[src/rtl/axi_mp_bridge_if.sv]
// Signal bundle between the request ports / AXI3 slave side and axi_mp_bridge.
// The bridge connects through 'master'; the environment (ports + AXI slave) uses 'slave'.
interface axi_mp_bridge_if #(
    parameter int NUM_PORTS = 2,
    parameter int ADDR_W    = 32,
    parameter int DATA_W    = 32,
    parameter int ID_W      = 4,
    parameter int LEN_W     = 3
);
    logic [NUM_PORTS-1:0]        p_req;
    logic [NUM_PORTS-1:0]        p_wr;
    logic [2*NUM_PORTS-1:0]      p_size;
    logic [LEN_W*NUM_PORTS-1:0]  p_len;
    logic [ADDR_W*NUM_PORTS-1:0] p_addr;
    logic [DATA_W*NUM_PORTS-1:0] p_wdata;
    logic [NUM_PORTS-1:0]        p_addr_ok;
    logic [NUM_PORTS-1:0]        p_data_ok;
    logic [DATA_W-1:0]           p_rdata;
    logic                        p_rlast;
    logic                        err;

    logic [ID_W-1:0]   arid;
    logic [ADDR_W-1:0] araddr;
    logic [7:0]        arlen;
    logic [2:0]        arsize;
    logic [1:0]        arburst;
    logic [1:0]        arlock;
    logic [3:0]        arcache;
    logic [2:0]        arprot;
    logic              arvalid;
    logic              arready;

    logic [ID_W-1:0]   rid;
    logic [DATA_W-1:0] rdata;
    logic [1:0]        rresp;
    logic              rlast;
    logic              rvalid;
    logic              rready;

    logic [ID_W-1:0]   awid;
    logic [ADDR_W-1:0] awaddr;
    logic [7:0]        awlen;
    logic [2:0]        awsize;
    logic [1:0]        awburst;
    logic [1:0]        awlock;
    logic [3:0]        awcache;
    logic [2:0]        awprot;
    logic              awvalid;
    logic              awready;

    logic [ID_W-1:0]   wid;
    logic [DATA_W-1:0] wdata;
    logic [3:0]        wstrb;
    logic              wlast;
    logic              wvalid;
    logic              wready;

    logic [ID_W-1:0]   bid;
    logic [1:0]        bresp;
    logic              bvalid;
    logic              bready;

    modport master (
        input  p_req, p_wr, p_size, p_len, p_addr, p_wdata,
        output p_addr_ok, p_data_ok, p_rdata, p_rlast, err,
        output arid, araddr, arlen, arsize, arburst, arlock, arcache, arprot, arvalid,
        input  arready,
        input  rid, rdata, rresp, rlast, rvalid,
        output rready,
        output awid, awaddr, awlen, awsize, awburst, awlock, awcache, awprot, awvalid,
        input  awready,
        output wid, wdata, wstrb, wlast, wvalid,
        input  wready,
        input  bid, bresp, bvalid,
        output bready
    );

    modport slave (
        output p_req, p_wr, p_size, p_len, p_addr, p_wdata,
        input  p_addr_ok, p_data_ok, p_rdata, p_rlast, err,
        input  arid, araddr, arlen, arsize, arburst, arlock, arcache, arprot, arvalid,
        output arready,
        output rid, rdata, rresp, rlast, rvalid,
        input  rready,
        input  awid, awaddr, awlen, awsize, awburst, awlock, awcache, awprot, awvalid,
        output awready,
        input  wid, wdata, wstrb, wlast, wvalid,
        output wready,
        output bid, bresp, bvalid,
        input  bready
    );
endinterface

[src/rtl/axi_mp_bridge.sv]
// Multi-port SRAM-like to AXI3 master bridge: round-robin arbitration, one
// outstanding transaction, INCR read bursts, single-beat writes with byte strobes.
module axi_mp_bridge #(
    parameter int NUM_PORTS = 2,
    parameter int ADDR_W    = 32,
    parameter int DATA_W    = 32,
    parameter int ID_W      = 4,
    parameter int LEN_W     = 3
) (
    input  logic            i_clk,
    input  logic            i_rst,
    axi_mp_bridge_if.master bus
);
    localparam int PTR_W = (NUM_PORTS > 1) ? $clog2(NUM_PORTS) : 1;

    typedef enum logic [2:0] {
        S_IDLE,
        S_AR,
        S_R,
        S_AW_W,
        S_B
    } state_t;

    state_t            r_state;
    state_t            w_nextState;
    logic [PTR_W-1:0]  r_rrPtr;
    logic [PTR_W-1:0]  r_owner;
    logic [ADDR_W-1:0] r_addr;
    logic [1:0]        r_size;
    logic [LEN_W-1:0]  r_len;
    logic [DATA_W-1:0] r_wdata;
    logic              r_awDone;
    logic              r_wDone;
    logic              r_err;

    logic                 w_grantValid;
    logic [PTR_W-1:0]     w_grantIdx;
    logic [PTR_W:0]       w_dist;
    logic [PTR_W:0]       w_bestDist;
    logic                 w_grantWr;
    logic [1:0]           w_grantSize;
    logic [LEN_W-1:0]     w_grantLen;
    logic [ADDR_W-1:0]    w_grantAddr;
    logic [DATA_W-1:0]    w_grantWdata;
    logic [NUM_PORTS-1:0] w_grantHot;
    logic [NUM_PORTS-1:0] w_ownerHot;
    logic                 w_awDoneNext;
    logic                 w_wDoneNext;
    logic [3:0]           w_wstrb;
    logic                 w_unused;

    // Pick the requester with the smallest circular distance from the rr pointer.
    always_comb begin
        w_grantValid = 1'b0;
        w_grantIdx   = '0;
        w_dist       = '0;
        w_bestDist   = '0;
        w_grantWr    = 1'b0;
        w_grantSize  = '0;
        w_grantLen   = '0;
        w_grantAddr  = '0;
        w_grantWdata = '0;
        for (int j = 0; j < NUM_PORTS; j++) begin
            if (PTR_W'(j) >= r_rrPtr) begin
                w_dist = {1'b0, PTR_W'(j)} - {1'b0, r_rrPtr};
            end else begin
                w_dist = {1'b0, PTR_W'(j)} + (PTR_W+1)'(NUM_PORTS) - {1'b0, r_rrPtr};
            end
            if (bus.p_req[j] && (!w_grantValid || (w_dist < w_bestDist))) begin
                w_grantValid = 1'b1;
                w_bestDist   = w_dist;
                w_grantIdx   = PTR_W'(j);
                w_grantWr    = bus.p_wr[j];
                w_grantSize  = bus.p_size[2*j +: 2];
                w_grantLen   = bus.p_len[LEN_W*j +: LEN_W];
                w_grantAddr  = bus.p_addr[ADDR_W*j +: ADDR_W];
                w_grantWdata = bus.p_wdata[DATA_W*j +: DATA_W];
            end
        end
    end

    always_comb begin
        w_grantHot = '0;
        w_ownerHot = '0;
        for (int j = 0; j < NUM_PORTS; j++) begin
            w_grantHot[j] = (w_grantIdx == PTR_W'(j));
            w_ownerHot[j] = (r_owner == PTR_W'(j));
        end
    end

    always_comb begin
        w_wstrb = 4'b0000;
        if (r_state == S_AW_W) begin
            case (r_size)
                2'd0:    w_wstrb = 4'b0001 << r_addr[1:0];
                2'd1:    w_wstrb = r_addr[1] ? 4'b1100 : 4'b0011;
                default: w_wstrb = 4'b1111;
            endcase
        end
    end

    // Handshake outputs are gated while reset is high so nothing leaks from a dying transaction.
    always_comb begin
        w_nextState   = r_state;
        w_awDoneNext  = r_awDone;
        w_wDoneNext   = r_wDone;
        bus.p_addr_ok = '0;
        bus.p_data_ok = '0;
        bus.p_rdata   = '0;
        bus.p_rlast   = 1'b0;
        bus.arvalid   = 1'b0;
        bus.rready    = 1'b0;
        bus.awvalid   = 1'b0;
        bus.wvalid    = 1'b0;
        bus.bready    = 1'b0;
        case (r_state)
            S_IDLE: begin
                if (w_grantValid) begin
                    bus.p_addr_ok = w_grantHot;
                    w_nextState   = w_grantWr ? S_AW_W : S_AR;
                end
            end
            S_AR: begin
                bus.arvalid = 1'b1;
                if (bus.arready) begin
                    w_nextState = S_R;
                end
            end
            S_R: begin
                bus.rready = 1'b1;
                if (bus.rvalid) begin
                    bus.p_data_ok = w_ownerHot;
                    bus.p_rdata   = bus.rdata;
                    bus.p_rlast   = bus.rlast;
                    if (bus.rlast) begin
                        w_nextState = S_IDLE;
                    end
                end
            end
            S_AW_W: begin
                bus.awvalid = !r_awDone;
                bus.wvalid  = !r_wDone;
                if (bus.awready && !r_awDone) begin
                    w_awDoneNext = 1'b1;
                end
                if (bus.wready && !r_wDone) begin
                    w_wDoneNext = 1'b1;
                end
                if (w_awDoneNext && w_wDoneNext) begin
                    w_nextState  = S_B;
                    w_awDoneNext = 1'b0;
                    w_wDoneNext  = 1'b0;
                end
            end
            S_B: begin
                bus.bready = 1'b1;
                if (bus.bvalid) begin
                    bus.p_data_ok = w_ownerHot;
                    w_nextState   = S_IDLE;
                end
            end
            default: w_nextState = S_IDLE;
        endcase
        if (i_rst) begin
            bus.p_addr_ok = '0;
            bus.p_data_ok = '0;
            bus.p_rdata   = '0;
            bus.p_rlast   = 1'b0;
            bus.arvalid   = 1'b0;
            bus.rready    = 1'b0;
            bus.awvalid   = 1'b0;
            bus.wvalid    = 1'b0;
            bus.bready    = 1'b0;
        end
    end

    always_ff @(posedge i_clk) begin
        if (i_rst) begin
            r_state  <= S_IDLE;
            r_rrPtr  <= '0;
            r_owner  <= '0;
            r_addr   <= '0;
            r_size   <= '0;
            r_len    <= '0;
            r_wdata  <= '0;
            r_awDone <= 1'b0;
            r_wDone  <= 1'b0;
            r_err    <= 1'b0;
        end else begin
            r_state  <= w_nextState;
            r_awDone <= w_awDoneNext;
            r_wDone  <= w_wDoneNext;
            if ((r_state == S_IDLE) && w_grantValid) begin
                r_owner <= w_grantIdx;
                r_addr  <= w_grantAddr;
                r_size  <= w_grantSize;
                r_len   <= w_grantLen;
                r_wdata <= w_grantWdata;
                r_rrPtr <= (w_grantIdx == PTR_W'(NUM_PORTS - 1)) ? '0 : w_grantIdx + PTR_W'(1);
            end
            if ((bus.rvalid && bus.rready && (bus.rresp != 2'b00)) ||
                (bus.bvalid && bus.bready && (bus.bresp != 2'b00))) begin
                r_err <= 1'b1;
            end
        end
    end

    assign bus.arid    = ID_W'(r_owner);
    assign bus.araddr  = r_addr;
    assign bus.arlen   = 8'(r_len);
    assign bus.arsize  = {1'b0, r_size};
    assign bus.arburst = 2'b01;
    assign bus.arlock  = 2'b00;
    assign bus.arcache = 4'b0000;
    assign bus.arprot  = 3'b000;

    assign bus.awid    = ID_W'(r_owner);
    assign bus.awaddr  = r_addr;
    assign bus.awlen   = 8'd0;
    assign bus.awsize  = {1'b0, r_size};
    assign bus.awburst = 2'b01;
    assign bus.awlock  = 2'b00;
    assign bus.awcache = 4'b0000;
    assign bus.awprot  = 3'b000;

    assign bus.wid     = ID_W'(r_owner);
    assign bus.wdata   = r_wdata;
    assign bus.wstrb   = w_wstrb;
    assign bus.wlast   = 1'b1;
    assign bus.err     = r_err;

    // Response ids are not needed with a single outstanding transaction.
    assign w_unused = ^{bus.rid, bus.bid};
endmodule

[src/flat_wrapper.sv]
// flat-port wrapper written by rule: the top's interface ports become plain ports
module axi_mp_bridge_flat 
#(
    parameter int NUM_PORTS = 2,
    parameter int ADDR_W    = 32,
    parameter int DATA_W    = 32,
    parameter int ID_W      = 4,
    parameter int LEN_W     = 3
)
  (i_clk, i_rst, bus_p_req, bus_p_wr, bus_p_size, bus_p_len, bus_p_addr, bus_p_wdata, bus_p_addr_ok, bus_p_data_ok, bus_p_rdata, bus_p_rlast, bus_err, bus_arid, bus_araddr, bus_arlen, bus_arsize, bus_arburst, bus_arlock, bus_arcache, bus_arprot, bus_arvalid, bus_arready, bus_rid, bus_rdata, bus_rresp, bus_rlast, bus_rvalid, bus_rready, bus_awid, bus_awaddr, bus_awlen, bus_awsize, bus_awburst, bus_awlock, bus_awcache, bus_awprot, bus_awvalid, bus_awready, bus_wid, bus_wdata, bus_wstrb, bus_wlast, bus_wvalid, bus_wready, bus_bid, bus_bresp, bus_bvalid, bus_bready);
  axi_mp_bridge_if #(.NUM_PORTS(NUM_PORTS), .ADDR_W(ADDR_W), .DATA_W(DATA_W), .ID_W(ID_W), .LEN_W(LEN_W)) bus_i ();
  input  logic i_clk;
  input  logic i_rst;
  input wire logic [$bits(bus_i.p_req)-1:0] bus_p_req;
  input wire logic [$bits(bus_i.p_wr)-1:0] bus_p_wr;
  input wire logic [$bits(bus_i.p_size)-1:0] bus_p_size;
  input wire logic [$bits(bus_i.p_len)-1:0] bus_p_len;
  input wire logic [$bits(bus_i.p_addr)-1:0] bus_p_addr;
  input wire logic [$bits(bus_i.p_wdata)-1:0] bus_p_wdata;
  output wire logic [$bits(bus_i.p_addr_ok)-1:0] bus_p_addr_ok;
  output wire logic [$bits(bus_i.p_data_ok)-1:0] bus_p_data_ok;
  output wire logic [$bits(bus_i.p_rdata)-1:0] bus_p_rdata;
  output wire logic [$bits(bus_i.p_rlast)-1:0] bus_p_rlast;
  output wire logic [$bits(bus_i.err)-1:0] bus_err;
  output wire logic [$bits(bus_i.arid)-1:0] bus_arid;
  output wire logic [$bits(bus_i.araddr)-1:0] bus_araddr;
  output wire logic [$bits(bus_i.arlen)-1:0] bus_arlen;
  output wire logic [$bits(bus_i.arsize)-1:0] bus_arsize;
  output wire logic [$bits(bus_i.arburst)-1:0] bus_arburst;
  output wire logic [$bits(bus_i.arlock)-1:0] bus_arlock;
  output wire logic [$bits(bus_i.arcache)-1:0] bus_arcache;
  output wire logic [$bits(bus_i.arprot)-1:0] bus_arprot;
  output wire logic [$bits(bus_i.arvalid)-1:0] bus_arvalid;
  input wire logic [$bits(bus_i.arready)-1:0] bus_arready;
  input wire logic [$bits(bus_i.rid)-1:0] bus_rid;
  input wire logic [$bits(bus_i.rdata)-1:0] bus_rdata;
  input wire logic [$bits(bus_i.rresp)-1:0] bus_rresp;
  input wire logic [$bits(bus_i.rlast)-1:0] bus_rlast;
  input wire logic [$bits(bus_i.rvalid)-1:0] bus_rvalid;
  output wire logic [$bits(bus_i.rready)-1:0] bus_rready;
  output wire logic [$bits(bus_i.awid)-1:0] bus_awid;
  output wire logic [$bits(bus_i.awaddr)-1:0] bus_awaddr;
  output wire logic [$bits(bus_i.awlen)-1:0] bus_awlen;
  output wire logic [$bits(bus_i.awsize)-1:0] bus_awsize;
  output wire logic [$bits(bus_i.awburst)-1:0] bus_awburst;
  output wire logic [$bits(bus_i.awlock)-1:0] bus_awlock;
  output wire logic [$bits(bus_i.awcache)-1:0] bus_awcache;
  output wire logic [$bits(bus_i.awprot)-1:0] bus_awprot;
  output wire logic [$bits(bus_i.awvalid)-1:0] bus_awvalid;
  input wire logic [$bits(bus_i.awready)-1:0] bus_awready;
  output wire logic [$bits(bus_i.wid)-1:0] bus_wid;
  output wire logic [$bits(bus_i.wdata)-1:0] bus_wdata;
  output wire logic [$bits(bus_i.wstrb)-1:0] bus_wstrb;
  output wire logic [$bits(bus_i.wlast)-1:0] bus_wlast;
  output wire logic [$bits(bus_i.wvalid)-1:0] bus_wvalid;
  input wire logic [$bits(bus_i.wready)-1:0] bus_wready;
  input wire logic [$bits(bus_i.bid)-1:0] bus_bid;
  input wire logic [$bits(bus_i.bresp)-1:0] bus_bresp;
  input wire logic [$bits(bus_i.bvalid)-1:0] bus_bvalid;
  output wire logic [$bits(bus_i.bready)-1:0] bus_bready;
  assign bus_i.p_req = bus_p_req;
  assign bus_i.p_wr = bus_p_wr;
  assign bus_i.p_size = bus_p_size;
  assign bus_i.p_len = bus_p_len;
  assign bus_i.p_addr = bus_p_addr;
  assign bus_i.p_wdata = bus_p_wdata;
  assign bus_p_addr_ok = bus_i.p_addr_ok;
  assign bus_p_data_ok = bus_i.p_data_ok;
  assign bus_p_rdata = bus_i.p_rdata;
  assign bus_p_rlast = bus_i.p_rlast;
  assign bus_err = bus_i.err;
  assign bus_arid = bus_i.arid;
  assign bus_araddr = bus_i.araddr;
  assign bus_arlen = bus_i.arlen;
  assign bus_arsize = bus_i.arsize;
  assign bus_arburst = bus_i.arburst;
  assign bus_arlock = bus_i.arlock;
  assign bus_arcache = bus_i.arcache;
  assign bus_arprot = bus_i.arprot;
  assign bus_arvalid = bus_i.arvalid;
  assign bus_i.arready = bus_arready;
  assign bus_i.rid = bus_rid;
  assign bus_i.rdata = bus_rdata;
  assign bus_i.rresp = bus_rresp;
  assign bus_i.rlast = bus_rlast;
  assign bus_i.rvalid = bus_rvalid;
  assign bus_rready = bus_i.rready;
  assign bus_awid = bus_i.awid;
  assign bus_awaddr = bus_i.awaddr;
  assign bus_awlen = bus_i.awlen;
  assign bus_awsize = bus_i.awsize;
  assign bus_awburst = bus_i.awburst;
  assign bus_awlock = bus_i.awlock;
  assign bus_awcache = bus_i.awcache;
  assign bus_awprot = bus_i.awprot;
  assign bus_awvalid = bus_i.awvalid;
  assign bus_i.awready = bus_awready;
  assign bus_wid = bus_i.wid;
  assign bus_wdata = bus_i.wdata;
  assign bus_wstrb = bus_i.wstrb;
  assign bus_wlast = bus_i.wlast;
  assign bus_wvalid = bus_i.wvalid;
  assign bus_i.wready = bus_wready;
  assign bus_i.bid = bus_bid;
  assign bus_i.bresp = bus_bresp;
  assign bus_i.bvalid = bus_bvalid;
  assign bus_bready = bus_i.bready;
  axi_mp_bridge #(.NUM_PORTS(NUM_PORTS), .ADDR_W(ADDR_W), .DATA_W(DATA_W), .ID_W(ID_W), .LEN_W(LEN_W)) u_core (.i_clk(i_clk), .i_rst(i_rst), .bus(bus_i));
endmodule
[config.mk]
export PLATFORM = sky130hd
export DESIGN_NAME = axi_mp_bridge_flat
export DESIGN_NICKNAME = d
export VERILOG_FILES = /design/src/rtl/axi_mp_bridge_if.sv /design/src/rtl/axi_mp_bridge.sv /design/src/flat_wrapper.sv
export SDC_FILE = /design/constraint.sdc
export NUM_CORES = 1
export LEC_CHECK = 0
export BUFFER_PORTS_ARGS = -buffer_cell sky130_fd_sc_hd__buf_2
export CORE_AREA = 2 2 154 156
export DETAILED_ROUTE_END_ITERATION = 7
export DIE_AREA = 0 0 156 158
export GPL_TIMING_DRIVEN = 0
export HOLD_SLACK_MARGIN = 0.03
export RECOVER_POWER = 100
export SKIP_CTS_REPAIR_TIMING = 1
export SYNTH_ARGS = -nofsm -noshare
export SYNTH_HDL_FRONTEND = slang
export SYNTH_SLANG_ARGS = --single-unit
[constraint.sdc]
create_clock -name i_clk -period 2.6 [get_ports i_clk]
set_clock_uncertainty 0.2 [all_clocks]
set_input_delay 0.13 -clock i_clk [delete_from_list [all_inputs] [get_ports i_clk]]
set_output_delay 0.13 -clock i_clk [all_outputs]
set_load 0.02 [all_outputs]
==> metrics.txt <==
Yosys top cell area share 36.61%; die area 24,650 sq um; Worst-path clk slew 0.06 ns; Power Density 659.9 nW/um^2; die height 158 um; I/O pins 394; final WL 22,150 um; Vias/cell 4.317; outcome completed; fin crit period 2.418 ns; largest net degree at the start of global routing 15; max-cap violation count 0; crit path DAT 2.09 ns; FILL cells 2,435; fraction of the yosys area taken by sequential cells 36.61%; most frequent cells in the layout 205 x buf_2, 151 x clkbuf_1, 145 x dlygate4sd3_1; Worst-Margin Slew 0.7123 ns; vias post-DR 5,824; Worst Path Max Fanout 10; Distinct cells, synth 38; Hold Crit Depth 3; FF+latch count, synth 77; DRT antenna net count 0; total clock sinks 77; final net count 1,248; Synth area leaders dfxtp_1 37%, buf_4 15%, a221oi_1 14%; Final Cycle Share 93.01%; LEAKAGE 0.003759 uW; Yosys warning total 0; Layout Cells excl Fill 1,349; P&R area growth vs syn 93.67%; Hold EP u_core.r_size[0]; Slew Limit Fails 0; gr ovfl total 0; final instance area 8154 sq um; R2R Setup Slk 0.21 ns; Max clock buf depth 2; H-tree levels 3; clk_lat worst skew 0.34 ns; worst vdd ir 0.2948 mV; All-Layer GR Usage 15.05%; gpl congestion 0.8704; I/O Buffers 337; min-delay worst type in2reg; Power, Total 5381 uW; DR pass1 iterations 5; Critical path origin u_core.r_state[1]; layout cell share with drive strength beyond 1 31.92%; Initial Utilization 18.26%; Final setup viols 0; Die W 156 um; max_slew headroom 52.39%; Core Area 23,050 sq um; initial antenna violation count 1; pre-CTS setup slack -0.1358 ns; Avg WL per Cell 16.42 um; CTS Root Cell clkbuf_16; dpl cells 1,190; Inserted Clock Buffers 9; Worst Path Required 2.27 ns; Fmax 413.5 MHz; startpoint types register; Post-DP HPWL 16,520 um; vias in the first global route 4,545; Critical R2R Launch u_core.r_state[0]; cell accounting for the most synthesized area dfxtp_1; Mapped Area 4210 sq um; CTS tree built; CP Class reg2out; Avg Cell Area, Syn 8.144 sq um; synthesized instance count 517; global-route wire length before repair 27,170 um; area post-placement 6442 sq um; RSZ-0062 raised after global routing false; Final Hold Fails 0; row count 56; Setup crit end kind output port; Final WS setup 0.1818 ns; n_diodes 0; DRT iter0 DRCs 316; RR Endpoint u_core.bus.araddr[3]; # DRC 0; most common cell after layout, fill and taps aside buf_2; hold path startpoint bus_p_size[2]; Final TNS setup 0 ns; R2R cell count 6
sequential cells by signal (all words and copies together), names as in the netlist:
signal and cells:
u_core.bus.wdata 32, u_core.r_awDone 1, u_core.bus.err 1, u_core.r_rrPtr 1
u_core.r_wDone 1, u_core.r_state 3, u_core.bus.araddr 32, u_core.r_len 3
u_core.r_size 2, u_core.r_owner 1
cell usage after synthesis, drive strengths merged:
master / number
a2111o: 1
a211oi: 2
a21boi: 1
a21o: 2
a21oi: 11
a221oi: 69
a22oi: 1
a311oi: 1
a31oi: 3
and2: 33
and2b: 1
and3: 1
and3b: 1
buf: 97
clkbuf: 32
conb: 2
dfxtp: 77
inv: 4
nand2: 6
nand2b: 2
nor2: 81
nor2b: 1
nor3: 73
nor3b: 2
nor4: 4
nor4b: 1
o2111ai: 1
o21ai: 2
o21bai: 1
o22ai: 1
o32ai: 1
or3: 1
or3b: 1
cells by family after synthesis:
logic type / count (synthesis) / synth area share (%)
DFF: 77 / 36.61
AOI/OAI and AO/OA: 97 / 18.72
buffers and inverters: 133 / 20.09
other: 2 / 0.1784
and+or+nand+nor: 208 / 24.40
per-layer routing:
layer  vias to the layer above  wire [um]  GRT usage (%)  share of wire [%]
li1                       2805          -              -                  -
met1                      2653       8392          17.19                 38
met2                       324      11760          28.42                 53
met3                        42       1469          3.121                6.6
met4                         0        519          3.888                2.3
met5                         -          0              0                  0
layout make-up:
| cell class | count | area, sq um | area share [%] |
|---|---|---|---|
| Tap cell | 290 | 362.8 | 4.450 |
| Buffer | 127 | 820.8 | 10.07 |
| Clock buffer | 9 | 225.2 | 2.762 |
| Inverter | 4 | 15.01 | 0.1841 |
| Clock inverter | 7 | 170.2 | 2.087 |
| Timing Repair Buffer | 483 | 2994 | 36.72 |
| Sequential cell | 77 | 1541 | 18.90 |
| Multi-Input combinational cell | 352 | 2024 | 24.83 |
through the flow:
stage	hold slack [ns]	util (%)
floorplan	0.02906	-
global placement	0.1698	27.89
detailed placement	0.1774	27.95
CTS	-0.1959	29.66
global route	0.03476	35.37
finish	0.03720	35.37
power by group:
part           internal, uW  leakage (uW)  switching, uW
combinational           851       0.00293           1310
sequential             1390      0.000637            158
clock                  1140      0.000192            536
total                  3380       0.00376           2000
critical path, cell delays in order, from the launching register on:
cell,delay [ns]
dfxtp_1,0.42
clkbuf_1,0.37
nor4b_1,0.50
and3_1,0.27
clkbuf_2,0.18
how the worst max path moves through the flow:
stage / end / slack, ns / depth (start not counted)
after floorplan: bus_p_rlast / 0.52 / 3
after global routing: bus_p_rdata[25] / 0.03 / 6
after detailed placement: u_core.bus.wdata[24] / -0.14 / 6
after global placement: bus_p_rdata[1] / -0.51 / 5
after CTS: u_core.bus.wdata[24] / -0.15 / 6
final: bus_p_rlast / 0.18 / 4
Power figures use the tool's default switching activity.
